## src/rtl/mcdf_ctrl_regs_gen_pkg.sv

```systemverilog
// Shared encodings, register map and address decode for the MCDF
// control register block.
package mcdf_regs_pkg;

  localparam logic [1:0] CMD_IDLE  = 2'b00;
  localparam logic [1:0] CMD_READ  = 2'b01;
  localparam logic [1:0] CMD_WRITE = 2'b10;

  localparam logic [31:0] CTRL_BASE     = 32'h00;
  localparam logic [31:0] STAT_BASE     = 32'h20;
  localparam logic [31:0] THRESH_BASE   = 32'h40;
  localparam logic [31:0] INT_STAT_ADDR = 32'h60;
  localparam logic [31:0] INT_EN_ADDR   = 32'h64;

  localparam int CTRL_EN_BIT   = 0;
  localparam int CTRL_PRIO_LSB = 1;

  typedef enum logic [2:0] {
    RG_NONE,
    RG_CTRL,
    RG_STAT,
    RG_THRESH,
    RG_INT_STAT,
    RG_INT_EN
  } region_e;

  typedef struct packed {
    region_e    region;
    logic [2:0] ch;
  } dec_t;

  // Per-channel banks are 32 bytes wide; channel index is addr[4:2].
  function automatic dec_t addr_decode(
    input logic [31:0] addr,
    input int          num_ch
  );
    dec_t        d;
    logic [31:0] base;
    logic        ch_ok;
    d.region = RG_NONE;
    d.ch     = addr[4:2];
    base     = {addr[31:5], 5'b0};
    ch_ok    = int'(addr[4:2]) < num_ch;
    if (addr[1:0] == 2'b00) begin
      unique case (1'b1)
        (addr == INT_STAT_ADDR): d.region = RG_INT_STAT;
        (addr == INT_EN_ADDR):   d.region = RG_INT_EN;
        (base == CTRL_BASE):
          if (ch_ok) d.region = RG_CTRL;
        (base == STAT_BASE):
          if (ch_ok) d.region = RG_STAT;
        (base == THRESH_BASE):
          if (ch_ok) d.region = RG_THRESH;
        default: d.region = RG_NONE;
      endcase
    end
    return d;
  endfunction

endpackage

```

## src/rtl/mcdf_ctrl_regs_gen_ch_slice.sv

```systemverilog
// One channel's CTRL/THRESH/STAT registers plus the
// low-watermark edge detector.
module mcdf_reg_ch_slice
  import mcdf_regs_pkg::*;
#(
  parameter int DATA_WIDTH   = 32,
  parameter int MARGIN_WIDTH = 8,
  parameter int FIFO_DEPTH   = 32,
  parameter int PRIO_WIDTH   = 2,
  parameter int PKGLEN_WIDTH = 3,
  parameter int THRESH_RST   = 4,
  localparam int CW = 1 + PRIO_WIDTH + PKGLEN_WIDTH
) (
  input  logic                    clk,
  input  logic                    rst_n,
  input  logic                    wr_ctrl,
  input  logic                    wr_thresh,
  input  logic [CW-1:0]           ctrl_wdata,
  input  logic [MARGIN_WIDTH-1:0] thresh_wdata,
  input  logic [MARGIN_WIDTH-1:0] margin_i,
  output logic                    en_o,
  output logic [PRIO_WIDTH-1:0]   prio_o,
  output logic [PKGLEN_WIDTH-1:0] pkglen_o,
  output logic [DATA_WIDTH-1:0]   ctrl_rd_o,
  output logic [DATA_WIDTH-1:0]   stat_rd_o,
  output logic [DATA_WIDTH-1:0]   thresh_rd_o,
  output logic                    evt_o
);

  localparam int PL_LSB = CTRL_PRIO_LSB + PRIO_WIDTH;
  localparam logic [CW-1:0] CTRL_RST =
    {{PKGLEN_WIDTH{1'b0}}, {PRIO_WIDTH{1'b1}}, 1'b1};

  logic [CW-1:0]           ctrl_q, ctrl_d;
  logic [MARGIN_WIDTH-1:0] thresh_q, thresh_d;
  logic [MARGIN_WIDTH-1:0] stat_q, stat_d;
  logic                    low_q, low_d;

  always_comb begin
    ctrl_d   = wr_ctrl ? ctrl_wdata : ctrl_q;
    thresh_d = wr_thresh ? thresh_wdata : thresh_q;
    stat_d   = margin_i;
    low_d    = stat_q < thresh_q;
  end

  always_ff @(posedge clk or negedge rst_n) begin
    if (!rst_n) begin
      ctrl_q   <= CTRL_RST;
      thresh_q <= MARGIN_WIDTH'(THRESH_RST);
      stat_q   <= MARGIN_WIDTH'(FIFO_DEPTH);
      low_q    <= 1'b0;
    end else begin
      ctrl_q   <= ctrl_d;
      thresh_q <= thresh_d;
      stat_q   <= stat_d;
      low_q    <= low_d;
    end
  end

  // Rising edge only: a margin that stays low does not re-fire.
  assign evt_o       = low_d & ~low_q;
  assign en_o        = ctrl_q[CTRL_EN_BIT];
  assign prio_o      = ctrl_q[CTRL_PRIO_LSB +: PRIO_WIDTH];
  assign pkglen_o    = ctrl_q[PL_LSB +: PKGLEN_WIDTH];
  assign ctrl_rd_o   = DATA_WIDTH'(ctrl_q);
  assign stat_rd_o   = DATA_WIDTH'(stat_q);
  assign thresh_rd_o = DATA_WIDTH'(thresh_q);

endmodule

```

## src/rtl/mcdf_ctrl_regs_gen.sv

```systemverilog
// MCDF register block: per-channel slices, W1C interrupt status,
// interrupt enable, read mux and bad-access error pulse.
module mcdf_ctrl_regs_gen
  import mcdf_regs_pkg::*;
#(
  parameter int NUM_CH       = 3,
  parameter int ADDR_WIDTH   = 8,
  parameter int DATA_WIDTH   = 32,
  parameter int MARGIN_WIDTH = 8,
  parameter int FIFO_DEPTH   = 32,
  parameter int PRIO_WIDTH   = 2,
  parameter int PKGLEN_WIDTH = 3,
  parameter int THRESH_RST   = 4
) (
  input  logic                           clk_i,
  input  logic                           rstn_i,
  input  logic [1:0]                     cmd_i,
  input  logic [ADDR_WIDTH-1:0]          cmd_addr_i,
  input  logic [DATA_WIDTH-1:0]          cmd_data_i,
  output logic [DATA_WIDTH-1:0]          cmd_data_o,
  output logic                           cmd_err_o,
  input  logic [NUM_CH*MARGIN_WIDTH-1:0] slv_margin_i,
  output logic [NUM_CH-1:0]              slv_en_o,
  output logic [NUM_CH*PRIO_WIDTH-1:0]   slv_prio_o,
  output logic [NUM_CH*PKGLEN_WIDTH-1:0] slv_pkglen_o,
  output logic                           irq_o
);

  localparam int CW = 1 + PRIO_WIDTH + PKGLEN_WIDTH;

  dec_t dec;
  logic is_rd, is_wr, mapped, wr_ok;

  assign dec    = addr_decode(32'(cmd_addr_i), NUM_CH);
  assign is_rd  = cmd_i == CMD_READ;
  assign is_wr  = cmd_i == CMD_WRITE;
  assign mapped = dec.region != RG_NONE;
  assign wr_ok  = is_wr && mapped && dec.region != RG_STAT;

  logic [NUM_CH-1:0]     wr_ctrl, wr_thresh, evt;
  logic [DATA_WIDTH-1:0] ctrl_rd   [NUM_CH];
  logic [DATA_WIDTH-1:0] stat_rd   [NUM_CH];
  logic [DATA_WIDTH-1:0] thresh_rd [NUM_CH];

  for (genvar g = 0; g < NUM_CH; g++) begin : g_ch
    assign wr_ctrl[g] = wr_ok && dec.region == RG_CTRL
                        && dec.ch == 3'(g);
    assign wr_thresh[g] = wr_ok && dec.region == RG_THRESH
                          && dec.ch == 3'(g);

    mcdf_reg_ch_slice #(
      .DATA_WIDTH   (DATA_WIDTH),
      .MARGIN_WIDTH (MARGIN_WIDTH),
      .FIFO_DEPTH   (FIFO_DEPTH),
      .PRIO_WIDTH   (PRIO_WIDTH),
      .PKGLEN_WIDTH (PKGLEN_WIDTH),
      .THRESH_RST   (THRESH_RST)
    ) u_slice (
      .clk          (clk_i),
      .rst_n        (rstn_i),
      .wr_ctrl      (wr_ctrl[g]),
      .wr_thresh    (wr_thresh[g]),
      .ctrl_wdata   (cmd_data_i[CW-1:0]),
      .thresh_wdata (cmd_data_i[MARGIN_WIDTH-1:0]),
      .margin_i     (slv_margin_i[g*MARGIN_WIDTH +: MARGIN_WIDTH]),
      .en_o         (slv_en_o[g]),
      .prio_o       (slv_prio_o[g*PRIO_WIDTH +: PRIO_WIDTH]),
      .pkglen_o     (slv_pkglen_o[g*PKGLEN_WIDTH +: PKGLEN_WIDTH]),
      .ctrl_rd_o    (ctrl_rd[g]),
      .stat_rd_o    (stat_rd[g]),
      .thresh_rd_o  (thresh_rd[g]),
      .evt_o        (evt[g])
    );
  end

  logic [NUM_CH-1:0]     int_stat_q, int_stat_d;
  logic [NUM_CH-1:0]     int_en_q, int_en_d;
  logic [NUM_CH-1:0]     int_clr;
  logic                  irq_q, irq_d;
  logic [DATA_WIDTH-1:0] rdata_q, rdata_d;
  logic                  err_q, err_d;
  logic [DATA_WIDTH-1:0] ch_ctrl, ch_stat, ch_thresh, rd_val;

  always_comb begin
    int_clr = '0;
    if (wr_ok && dec.region == RG_INT_STAT)
      int_clr = cmd_data_i[NUM_CH-1:0];
    // A new event on the clearing edge survives the clear.
    int_stat_d = (int_stat_q & ~int_clr) | evt;
    int_en_d   = int_en_q;
    if (wr_ok && dec.region == RG_INT_EN)
      int_en_d = cmd_data_i[NUM_CH-1:0];
    irq_d = |(int_stat_q & int_en_q);

    ch_ctrl   = '0;
    ch_stat   = '0;
    ch_thresh = '0;
    for (int i = 0; i < NUM_CH; i++) begin
      if (dec.ch == 3'(i)) begin
        ch_ctrl   = ctrl_rd[i];
        ch_stat   = stat_rd[i];
        ch_thresh = thresh_rd[i];
      end
    end

    rd_val = '0;
    unique case (dec.region)
      RG_CTRL:     rd_val = ch_ctrl;
      RG_STAT:     rd_val = ch_stat;
      RG_THRESH:   rd_val = ch_thresh;
      RG_INT_STAT: rd_val = DATA_WIDTH'(int_stat_q);
      RG_INT_EN:   rd_val = DATA_WIDTH'(int_en_q);
      default:     rd_val = '0;
    endcase

    rdata_d = is_rd ? rd_val : rdata_q;
    err_d   = (is_rd && !mapped) || (is_wr && !wr_ok);
  end

  always_ff @(posedge clk_i or negedge rstn_i) begin
    if (!rstn_i) begin
      int_stat_q <= '0;
      int_en_q   <= '0;
      irq_q      <= 1'b0;
      rdata_q    <= '0;
      err_q      <= 1'b0;
    end else begin
      int_stat_q <= int_stat_d;
      int_en_q   <= int_en_d;
      irq_q      <= irq_d;
      rdata_q    <= rdata_d;
      err_q      <= err_d;
    end
  end

  assign cmd_data_o = rdata_q;
  assign cmd_err_o  = err_q;
  assign irq_o      = irq_q;

endmodule
```

## config.mk

```make
export PLATFORM = sky130hd
export DESIGN_NAME = mcdf_ctrl_regs_gen
export DESIGN_NICKNAME = d
export VERILOG_FILES = /design/src/rtl/mcdf_ctrl_regs_gen_pkg.sv /design/src/rtl/mcdf_ctrl_regs_gen_ch_slice.sv /design/src/rtl/mcdf_ctrl_regs_gen.sv
export SDC_FILE = /design/constraint.sdc
export NUM_CORES = 1
export LEC_CHECK = 0
export BUFFER_PORTS_ARGS = -buffer_cell sky130_fd_sc_hd__buf_2
export CAP_MARGIN = 25
export CORE_ASPECT_RATIO = 0.9
export CORE_MARGIN = 2
export CORE_UTILIZATION = 35
export CTS_CLUSTER_DIAMETER = 80
export DETAILED_ROUTE_END_ITERATION = 16
export PLACE_DENSITY_LB_ADDON = 0.1
export SETUP_SLACK_MARGIN = 0.4
export SYNTH_ARGS = -nofsm -noshare
export SYNTH_HDL_FRONTEND = slang
export SYNTH_SLANG_ARGS = --single-unit
```

## constraint.sdc

```tcl
create_clock -name clk_i -period 4.25 [get_ports clk_i]
set_input_delay 0 -clock clk_i [delete_from_list [all_inputs] [get_ports clk_i]]
set_output_delay 0 -clock clk_i [all_outputs]
set_load 0.05 [all_outputs]
```

[Word-level counts from Yosys, hierarchy flattened]
Cells that the tools add are included.
Word-level totals
  register bits: 109
  input bits: 68
  output and inout bits: 52
  word-level logic and storage cells: 83
Operators by class
  $lt $le $gt $ge: 4
  equal/unequal tests: 14
  multiplexer cells: 16
  bitwise logic cells: 10
  reductions and logical operators: 22
Operators by type and width (number)
  32-bit 2-to-1 mux: 6
  32-bit one-hot mux with 5 select lines: 1
  8-bit < comparator: 3
  8-bit by 7-bit == test with 1-bit output (second input constant): 2
  8-bit 2-to-1 mux: 2
  3-bit one-hot mux with 5 select lines: 1
  1-bit logical AND: 14
  3-bit by 2-bit == test with 1-bit output (second input constant): 4
  3-bit by 1-bit == test with 1-bit output (second input constant): 3
  3-bit bitwise AND: 2
  3-bit == test (second input constant): 2
  3-bit logical NOT: 2
  3-bit 2-to-1 mux: 2
  6-bit 2-to-1 mux: 1
  2-bit 2-to-1 mux: 2
  1-bit bitwise AND: 3
  3-bit by 2-bit < comparator with 1-bit output (second input constant): 1
  3-bit by 2-bit != test with 1-bit output (second input constant): 1
  1-bit NOT: 3
  3-bit NOT: 1
  3-bit bitwise OR: 1
  3-bit nonzero test: 1
  3-bit OR reduction: 1
  2-bit by 1-bit == test with 1-bit output (second input constant): 1
  5 further kinds: 6

[Logic depth before layout (Yosys ltp)]
  word-level depth: 12
  mapped depth: 7
  gate-level depth less buffers: 6

[Cells and area by module]
A second synthesis with hierarchy kept.
Unflattened totals
  cell total of the unflattened synthesis: 977
  area, all modules: 8729.6 um2
Modules (own cells, without submodules)
  mcdf_reg_ch_slice: instances 3, cells an instance 153, area an instance 1525.2 um2, sequential area each 581.8 um2
  mcdf_ctrl_regs_gen: instances 1, cells an instance 518, area an instance 4154.0 um2, sequential area each 1001.0 um2

[Worst setup path before layout]
OpenSTA, ideal clock, no wires.
  path type: input-to-reg
  from: input cmd_addr_i[2]
  to: register g_ch[1].u_slice.ctrl_q[3]
  setup time: 125 ps
  arrival: 1562 ps
  data required time: 4125 ps
  slack: 2563 ps
  stages: 6
  path buffers: 2
  path through: buf_6 > a2111o_1 > nor4_4 > and4b_1 > buf_2 > mux2_2
Between the ends
  longest elaborated chain between the ends: 9
  elaborated cells between the ends (all ways): 16
  those cells by class: 1 x order compare; 5 x eq/ne; 5 x mux; 5 x reduce/logical
RTL lines
  start: declaration: RTL line mcdf_ctrl_regs_gen.sv:18  | input logic [ADDR_WIDTH-1:0] cmd_addr_i,
  3-bit by 2-bit < comparator with 1-bit output: RTL line mcdf_ctrl_regs_gen_pkg.sv:43  | ch_ok = int'(addr[4:2]) < num_ch;
  2-bit 2-to-1 mux (tied with other cells): RTL line mcdf_ctrl_regs_gen_pkg.sv:53  | if (ch_ok) d.region = RG_THRESH;
  3-bit one-hot mux with 5 select lines: RTL line mcdf_ctrl_regs_gen_pkg.sv:45  | unique case (1'b1)
  3-bit 2-to-1 mux: RTL line mcdf_ctrl_regs_gen_pkg.sv:44  | if (addr[1:0] == 2'b00) begin
  3-bit nonzero test: RTL line mcdf_ctrl_regs_gen.sv:37  | assign mapped = dec.region != RG_NONE;
  1-bit logical AND (2 in a row): RTL line mcdf_ctrl_regs_gen.sv:38  | assign wr_ok = is_wr && mapped && dec.region != RG_STAT;
  1-bit logical AND: RTL line mcdf_ctrl_regs_gen.sv:46  | assign wr_ctrl[g] = wr_ok && dec.region == RG_CTRL
  1-bit logical AND *: RTL line mcdf_ctrl_regs_gen.sv:47  | && dec.ch == 3'(g);
  end signal: assignment: RTL line mcdf_ctrl_regs_gen_ch_slice.sv:53  | ctrl_q <= ctrl_d;
  end: declaration: RTL line mcdf_ctrl_regs_gen_ch_slice.sv:34  | logic [CW-1:0] ctrl_q, ctrl_d;
Mark *: on every way between the ends. The rest lies on a longest branch, timed or not.
A chain may end at the register's enable or synchronous reset.

[Worst setup path after layout]
  from: input cmd_addr_i[3]
  to: register g_ch[0].u_slice.thresh_q[3]
Between the ends
  longest elaborated chain between the ends: 9
  elaborated cells between the ends (all ways): 16
  those cells by class: 1 x order compare; 4 x eq/ne; 5 x mux; 6 x reduce/logical
RTL lines
  3-bit by 2-bit < comparator with 1-bit output: RTL line mcdf_ctrl_regs_gen_pkg.sv:43
  2-bit 2-to-1 mux (tied with other cells): RTL line mcdf_ctrl_regs_gen_pkg.sv:53
  3-bit one-hot mux with 5 select lines: RTL line mcdf_ctrl_regs_gen_pkg.sv:45
  3-bit 2-to-1 mux: RTL line mcdf_ctrl_regs_gen_pkg.sv:44
  3-bit nonzero test: RTL line mcdf_ctrl_regs_gen.sv:37
  1-bit logical AND (2 in a row): RTL line mcdf_ctrl_regs_gen.sv:38
  1-bit logical AND: RTL line mcdf_ctrl_regs_gen.sv:48  | assign wr_thresh[g] = wr_ok && dec.region == RG_THRESH
  1-bit logical AND *: RTL line mcdf_ctrl_regs_gen.sv:49  | && dec.ch == 3'(g);
  end signal: assignment: RTL line mcdf_ctrl_regs_gen_ch_slice.sv:49  | thresh_q <= MARGIN_WIDTH'(THRESH_RST);
  end signal: assignment: RTL line mcdf_ctrl_regs_gen_ch_slice.sv:54  | thresh_q <= thresh_d;
  end: declaration: RTL line mcdf_ctrl_regs_gen_ch_slice.sv:35  | logic [MARGIN_WIDTH-1:0] thresh_q, thresh_d;
Marked as above.

==> qor.yml <==
worst_setup_path:
  worstPathArrival_ps: 2450
  path_delay_family: "simple AND/OR/NAND/NOR gates"
  cp-end-kind: "flop"
  cp_max_fo: 25
  regToRegStartpoint: "g_ch[1].u_slice.stat_q[4]$_DFF_PN0_"
  crit_type: "primary input to flop"
  r2r_end: "int_stat_q[1]$_DFF_PN0_"
  start_kind: "primary input"
  rrSetupSlack_ps: 2640
  cp.buffers_inverters: 1
  path_depth: 5
  required_ps: 4480
  reg2reg_depth: 5
  slowest_delay_ps: 730
  slowest_stage: "nor4_4"
  cp_cell_sequence: "buf_2 > a2111o_1 > nor4_4 > and3_1 > mux2_2"
die:
  die_y_um: 112
  die_area_sq_um: 13800
  io_pins: 120
  fp.dieW_um: 124
  coreArea_sq_um: 12600
  rows: 39
  start_util_pct: 35.6
grt:
  grt_use_total_pct: 17.9
  grt_pass1_vias: 3270
  antenna_found_initial: 0
  grt_overflow_total: 0
  grt_pass1_wl_um: 18200
  grt_start_max_net_pins: 52
drt:
  dr.pass1.iters: 4
  drt_wl_total_um: 11400
  dr_total_vias: 3285
  postRouteAntennaNets: 0
  wl_per_cell_um: 17.5
  routed_via_density: 5.07
  drtIter0Drc: 175
  route.detailed.drc: 0
clocking:
  clockBufferDepth: 2
  htree_levels: 3
  clock_sinks: 85
  cts.clk_slew.worst_paths_ps: 60
  cts-root-buf: "clkbuf_16"
  clkLatencyLatePin_ps: 350
  numCtsBuffers: 9
  cts_tree: "done"
timing:
  fmax_mhz: 452
  slew_violations: 0
  clock_skew_ps: 4.34
  rsz0062_at_grt: "false"
  period_share_pct: 52.1
  period_needed_ps: 2210
  holdWs_ps: -1.66
  tightest_slew_ps: 955
  setup_viol: 0
  fin_ws_ps: 2040
  finalHoldViolCount: 2
  setup-tns-final_ps: 0
  slew-limit-headroom_pct: 35.8
logic_synthesis:
  yosysWarnings: 0
  synth_most_common_cell: "dfrtp_1"
  synth_top_area_share_pct: 38.9
  postSynthRegisterBits: 85
  synth.avg_cell_area_sq_um: 11.8
  async_flop_share_pct: 100
  ys_top_cells_by_count: "70 x dfrtp_1, 51 x mux2_2, 28 x buf_4"
  synth_largest_area_cell: "dfrtp_1"
  synth-edff-count: 0
  ys_seq_area_share_pct: 47.7
  synth_ff_type: "dfrtp_1"
  ys_top_cells_by_area: "dfrtp_1 39%, mux2_2 13%, dfstp_2 8.8%"
  ys_types: 53
  synthCells: 381
  syn-cell-area_sq_um: 4500
finish:
  drive_gt1_share_pct: 34.3
  nNetsFinal: 568
  diodes: 0
  syn_to_final_growth_pct: 22.6
pwr:
  p_per_area_nw_per_um2: 343
  p_leak_nw: 2.62
  power_mw: 1.89
  ir_drop_mv: 0.242
placed_design:
  portBuffers: 71
  dp_hpwl_um: 8220
  place_congestion: 0.835
  place_ws_ps: 1650
run_status:
  status: "finished with violations"
  violations: "negative hold slack"
job:
  cap_viol_max_count: 0
min_path:
  min_path_type: "primary input to flop"
  min_from: "cmd_data_i[5]"
  holdPathStages: 2
  whs_endpoint: "g_ch[1].u_slice.ctrl_q[5]$_DFFE_PN0P_"
-- area by class of cell --
class / instances / area (sq um)
fillers: 1240 / 7120
flip-flops and latches: 85 / 2150
multi-input cells: 250 / 2060
repair buffers: 106 / 696
clock buffers: 11 / 253
well taps: 164 / 205
inverters: 27 / 101
clock inverters: 5 / 57.6
-- metal layers --
metal / global-route usage, % / up-vias / routed length [um]
met1: 24.6 / 1620 / 5470
met2: 27.8 / 90 / 5240
met5: 0 / - / 0
met4: 6.21 / 0 / 185
met3: 3.94 / 14 / 478
li1: - / 1561 / -
-- repair_timing --
item	CTS	global route
gates resized for setup	0	0
hold endpoints to repair	76	0
setup buffers	0	0
hold buffers	31	0
-- kinds of logic (layout without fill, tap and decap cells) --
logic type	Yosys count	count (layout)	share of synthesized area (%)
mux	67	67	16.3
buf+inv	69	149	8.51
flops	85	85	47.7
fa+ha+maj	21	21	5.84
simple gates	65	65	9.56
other cells	1	24	0.0833
compound gates	73	73	12.0
-- registers in the layout, summed over array words and instances (netlist names) --
name	count
int_en_q	3
cmd_data_o	8
cmd_err_o	1
g_ch.u_slice.thresh_q	24
int_stat_q	3
irq_o	1
g_ch.u_slice.stat_q	24
g_ch.u_slice.low_q	3
g_ch.u_slice.ctrl_q	18
-- report_power, final --
part / internal (mW) / switching [mW] / total (mW)
Combinational: 0.0742 / 0.149 / 0.223
Clock: 0.489 / 0.338 / 0.827
Sequential: 0.830 / 0.0119 / 0.842
Total: 1.39 / 0.499 / 1.89
-- placed cells by master, fill, tap and decap left out, types with 4 or more instances in the layout --
cell type / Yosys / routed
o211ai_1: 11 / 11
a21oi_1: 6 / 6
a211oi_1: 4 / 4
nand2b_1: 6 / 6
mux2i_1: 16 / 16
buf_4: 28 / 4
ha_1: 21 / 21
nor3_1: 5 / 5
o21ai_0: 15 / 15
conb_1: 1 / 24
dfstp_2: 15 / 15
inv_1: 27 / 27
o2bb2ai_1: 8 / 8
o221ai_1: 6 / 6
clkbuf_16: 0 / 9
buf_2: 3 / 71
nand4_1: 7 / 7
dfrtp_1: 70 / 70
dlygate4sd3_1: 0 / 31
a221o_1: 4 / 4
nand2_1: 18 / 18
mux2_2: 51 / 51
-- stage by stage --
stage / area, sq um / instances / util [%] / hold slack [ps]
finish: 5520 / 648 / 43.6 / -1.66
floorplan: 4590 / 404 / - / -296
global route: 5520 / 648 / 43.6 / 5.51
detailed placement: 4900 / 601 / 38.7 / -9.74
CTS: 5520 / 648 / 43.6 / 0.613
global placement: 4890 / 600 / 38.7 / -13.9
-- how the worst max path moves through the flow --
| stage | from | endpoint |
|---|---|---|
| 2_1_floorplan | cmd_addr_i[2] | g_ch[1].u_slice.ctrl_q[3]$_DFFE_PN0P_ |
| 3_3_place_gp | cmd_addr_i[3] | g_ch[0].u_slice.thresh_q[5]$_DFFE_PN0P_ |
| 6_report | cmd_addr_i[3] | g_ch[0].u_slice.thresh_q[3]$_DFFE_PN0P_ |
| 4_1_cts | cmd_addr_i[3] | g_ch[0].u_slice.thresh_q[3]$_DFFE_PN0P_ |
| 5_1_grt | cmd_addr_i[3] | g_ch[2].u_slice.thresh_q[1]$_DFFE_PN0P_ |
| 3_5_place_dp | cmd_addr_i[3] | g_ch[0].u_slice.thresh_q[3]$_DFFE_PN0P_ |
Power figures use the tool's default switching activity.
